<file path="src/rtl/switch_input_port.sv">
// Memory-mapped switch/commit-button input port: synchronises and debounces inputs, captures the switch word on a press.
// Optional macro SWIN_SIGN_EXT_EN sign-extends the data word from bit SW_WIDTH-1 (zero-extended when undefined).
module switch_input_port #(
   parameter int          SW_WIDTH  = 16,
   parameter int          DB_LIMIT  = 1000000,
   parameter logic [15:0] ADDR_DATA = 16'h8000,
   parameter logic [15:0] ADDR_STAT = 16'h8001
) (
   input  logic                clk,
   input  logic                rst,
   input  logic [SW_WIDTH-1:0] sw,
   input  logic                btn_commit,
   input  logic [15:0]         read_address,
   input  logic                read_enable,
   output logic [31:0]         SWData,
   output logic                ready_led
);

   localparam int            CW       = $clog2(DB_LIMIT);
   localparam logic [CW-1:0] CNT_LAST = CW'(DB_LIMIT - 1);

   logic [SW_WIDTH-1:0] sw_meta;
   logic [SW_WIDTH-1:0] sw_s;
   logic                btn_meta;
   logic                btn_s;
   logic                btn_db;
   logic [CW-1:0]       db_cnt;
   logic [SW_WIDTH-1:0] data_reg;
   logic                ready;
   logic                overrun;
   logic [31:0]         data_word;

   // Read strobe: read_enable is a one-cycle LW strobe with no back-pressure; the
   // CPU samples SWData on the edge ending that cycle, which is also when a data
   // read consumes the ready flag.
   logic data_rd;
   logic commit;

   assign data_rd = read_enable && (read_address == ADDR_DATA);
   assign commit  = btn_s && !btn_db && (db_cnt == CNT_LAST);

   always_ff @(posedge clk) begin
      if (rst) begin
         sw_meta  <= '0;
         sw_s     <= '0;
         btn_meta <= 1'b0;
         btn_s    <= 1'b0;
         btn_db   <= 1'b0;
         db_cnt   <= '0;
         data_reg <= '0;
         ready    <= 1'b0;
         overrun  <= 1'b0;
      end else begin
         sw_meta  <= sw;
         sw_s     <= sw_meta;
         btn_meta <= btn_commit;
         btn_s    <= btn_meta;

         if (btn_s == btn_db) begin
            db_cnt <= '0;
         end else if (db_cnt == CNT_LAST) begin
            btn_db <= btn_s;
            db_cnt <= '0;
         end else begin
            db_cnt <= db_cnt + CW'(1);
         end

         // A same-cycle data read has already returned the old word, so it counts as consumed.
         if (commit) begin
            data_reg <= sw_s;
            ready    <= 1'b1;
            overrun  <= ready && !data_rd;
         end else if (data_rd) begin
            ready   <= 1'b0;
            overrun <= 1'b0;
         end
      end
   end

`ifdef SWIN_SIGN_EXT_EN
   assign data_word = {{(32-SW_WIDTH){data_reg[SW_WIDTH-1]}}, data_reg};
`else
   assign data_word = {{(32-SW_WIDTH){1'b0}}, data_reg};
`endif

   always_comb begin
      SWData = 32'h0;
      if (read_address == ADDR_DATA) begin
         SWData = data_word;
      end else if (read_address == ADDR_STAT) begin
         SWData = {30'h0, overrun, ready};
      end
   end

   assign ready_led = ready;

endmodule

</file>
<file path="config.mk">
export PLATFORM = sky130hd
export DESIGN_NAME = switch_input_port
export DESIGN_NICKNAME = d
export VERILOG_FILES = /design/src/rtl/switch_input_port.sv
export SDC_FILE = /design/constraint.sdc
export NUM_CORES = 1
export LEC_CHECK = 0
export ABC_AREA = 1
export CAP_MARGIN = 20
export CELL_PAD_IN_SITES_DETAIL_PLACEMENT = 0
export CELL_PAD_IN_SITES_GLOBAL_PLACEMENT = 1
export CORE_ASPECT_RATIO = 1.2
export CORE_MARGIN = 10
export CORE_UTILIZATION = 33
export CTS_BUF_LIST = sky130_fd_sc_hd__clkbuf_2 sky130_fd_sc_hd__clkbuf_4 sky130_fd_sc_hd__clkbuf_8
export DETAILED_ROUTE_END_ITERATION = 7
export GPL_ROUTABILITY_DRIVEN = 0
export HOLD_SLACK_MARGIN = 0.15
export PLACE_DENSITY_LB_ADDON = 0.1
export RECOVER_POWER = 50
export SETUP_SLACK_MARGIN = 0.2
export SLEW_MARGIN = 20
export SYNTH_ARGS = -nofsm -noshare
export SYNTH_HDL_FRONTEND = slang
export SYNTH_SLANG_ARGS = --single-unit
</file>
<file path="constraint.sdc">
create_clock -name clk -period 1.7 [get_ports clk]
set_clock_uncertainty 0.2 [all_clocks]
set_input_delay 0.17 -clock clk [delete_from_list [all_inputs] [get_ports clk]]
set_output_delay 0.17 -clock clk [all_outputs]
set_load 0.05 [all_outputs]
</file>
==> impl_results.md <==
- Outcome: finished clean
- Nets: 573
- Number of flip-flops under the largest register name: 20
- Clk pwr share: 40.5%
- Placed inst area: 0.00412 mm²
- RR Startpoint: db_cnt[1]
- End of the worst hold path: btn_meta
- Asr flop ratio synth: 0%
- Reg2reg end: db_cnt[16]
- Routed vias: 2744
- Count leader, synth: nor2_1
- Post-Synthesis Cells: 438
- Ys Warns: 0
- Final period util: 95.5%
- Sequential share of power: 51.7%
- TritonCTS clock tree: yes
- Main flop type after synthesis: dfxtp_1
- Register bank with the most flops: db_cnt
- Setup crit end kind: primary output
- Initial Util: 34.2%
- Vias/cell: 4.16
- Final Util: 50.8%
- R2r setup slk: 0.08 ns
- Avg WL per Cell: 12.1 µm
- PD cells: 728 mW/mm²
- Fillcell total: 938
- Hold/Removal Path Class: in -> reg
- Drc violations: 0
- Vias in the first global route: 2761
- Routed Antenna Nets: 0
- Core area: 0.00918 mm²
- Routed WL: 7990 µm
- Final hold vios: 0
- Worst-path cell chain: buf_2 -> nor2_1 -> nand2_2 -> nor2_4 -> nand2_2 -> clkbuf_4 -> nor2_4 -> clkbuf_8
- Unrepaired setup endpoints after global routing: true
- Setup_tns: 0 ns
- Port Buffers: 52
- Netlist area before placement: 0.00314 mm²
- Setup violators final: 0
- NetSw: 0.000857 W
- Area Overhead vs Synth: 48.5%
- Die Ht: 127 µm
- DIE WIDTH: 109 µm
- Root Buffer: clkbuf_8
- HP Start: btn_commit
- Crit-path max cell delay: 0.24 ns
- Worst EP arrival: 1.25 ns
- Final max-slew violation count: 0
- Seq/Total Area, Yosys: 46.5%
- Clk pin slew, worst setup/hold paths: 0.08 ns
- Hold Slack: 0.177 ns
- Drt pass-1 iters: 4
- Combinational cell fraction of total power: 7.8%
- First-pass GRT wire length: 13200 µm
- EDFF count, synth: 0
- Switch share: 25.2%
- Seq cells post-synth: 73
- Pint: 0.00254 W
- Remaining global-route overflow: 0
- Main area contributors after synthesis: dfxtp_1, nor2_1, nand2_1, inv_1, buf_4
- Clock Latency Late Sink: 0.34 ns
- R2R depth: 8
- Number of diodes: 0
- Synth cell types: 28
- Max-cap violations: 0
- Peak VDD IR: 389 µV
- Post-DP HPWL: 5470 µm
- Synth cell count leaders: nor2_1, nand2_1, dfxtp_1
- H-tree lvl count: 3
- CP Max Fanout: 7
- Power Total: 0.00340 W
- Share of the synthesized area in the top cell type: 46.5%
- Multi-input combinational cell area: 0.00154 mm²
- Crit start category: input pin
- Final instance area: 0.00466 mm²
- CP bufs+invs: 3
- Register area: 0.00148 mm²
- Tmin final: 1.62 ns
- FP Rows: 38
- CP max stage cell: clkbuf_4
- Synthesized area per cell: 7.17 µm²
- Layout cells sized above 1: 28.1%
- Num ports: 69
- CP required: 1.33 ns
- Die area: 0.0138 mm²
- Num CTS Buffers: 9
- Area leader, netlist: dfxtp_1
- Clock sinks: 73
- Total track usage: 11.8%
- CP Class: in -> out
- CTS Buffer Depth: 2
- Largest net degree at the start of global routing: 22
- Hold Crit Depth: 3
- Fmax: 616 MHz
- 1st-iter DRT viols: 73
- Initial antenna violation count: 0
- Leak: 2.02 nW
- Top Family by Delay on Critical Path: simple AND/OR/NAND/NOR gates
## area by class of cell
class | count | area share (%)
Multi-Input combinational cell | 283 | 33.0
Sequential cell | 73 | 31.6
Timing Repair Buffer | 94 | 21.9
Inverter | 74 | 5.95
Tap cell | 120 | 3.22
Clock buffer | 9 | 2.66
Clock inverter | 7 | 1.69
## placed cells by master (no fill, tap or decap), types with 2 or more instances in the layout
master	instances
nor2_1	108
inv_1	67
dfxtp_1	64
nand2_1	62
dlygate4sd3_1	32
nand2_2	24
buf_4	21
nor2_4	17
buf_12	17
conb_1	16
clkbuf_8	10
nand3_1	9
xor2_1	9
buf_6	9
buf_2	9
dfxtp_2	8
inv_2	7
nor2_2	6
nand4_1	5
nand3_4	4
a21oi_1	4
nor3_4	3
nand3_2	3
clkinvlp_4	3
clkdlybuf4s50_1	3
nand3b_1	2
o21ai_4	2
o21bai_1	2
nor3_1	2
xnor2_1	2
inv_6	2
## worst min-delay path: stages
cell	delay (ns)
clkdlybuf4s50_1	0.42
inv_1	0.06
nor2_1	0.03
## what timing repair did
item / CTS / global route
pin swaps: 20 / 10
gates cloned: 3 / 0
hold buffers: 16 / 0
endpoints found under the setup margin: 54 / 55
hold endpoints to repair: 16 / 0
buffers inserted: 10 / 0
gates resized for setup: 70 / 35
## routing by layer
metal  share of wire [%]  global-route usage (%)  wire [µm]
met1                  41                    12.6       3240
met2                  53                    21.1       4250
met3                 4.8                    3.29        385
met4                 1.5                    4.66        118
met5                   0                       0          0
## cells by family after synthesis
family | Yosys count | share of synthesized area, %
flip-flops | 73 | 46.5
AND/OR/NAND/NOR | 243 | 33.7
other | 1 | 0.119
AO/OA/AOI/OAI | 9 | 1.59
XOR/XNOR | 11 | 3.07
buffers and inverters | 99 | 14.2
adder cells (fa/ha/maj) | 2 | 0.797
## how the worst max path moves through the flow
stage                     startpoint          end  slack [ns]  cells past startpoint
global placement     read_address[3]    SWData[1]       -0.22                      8
detailed placement   read_address[7]    SWData[1]       -0.25                      8
CTS                        db_cnt[1]   db_cnt[16]         0.1                      8
global route               db_cnt[1]  data_reg[3]       -0.02                      8
finish               read_address[8]    SWData[9]        0.08                      8
floorplan           read_address[11]   SWData[15]        0.06                      5
## power groups by stage
stage / registers [W] / clock network, W / logic [W]
floorplan: 0.00179 / 0 / 0.000166
global placement: 0.00180 / 0 / 0.000234
detailed placement: 0.00180 / 0 / 0.000235
CTS: 0.00176 / 0.00143 / 0.000264
global route: 0.00176 / 0.00149 / 0.000290
finish: 0.00176 / 0.00138 / 0.000267
## metrics by stage
stage               worst slack (ns)  cells
detailed placement            -0.252    615
CTS                           0.0969    660
global placement              -0.224    615
finish                        0.0758    660
floorplan                     0.0630    453
global route                 -0.0164    660
Power figures use the tool's default switching activity.
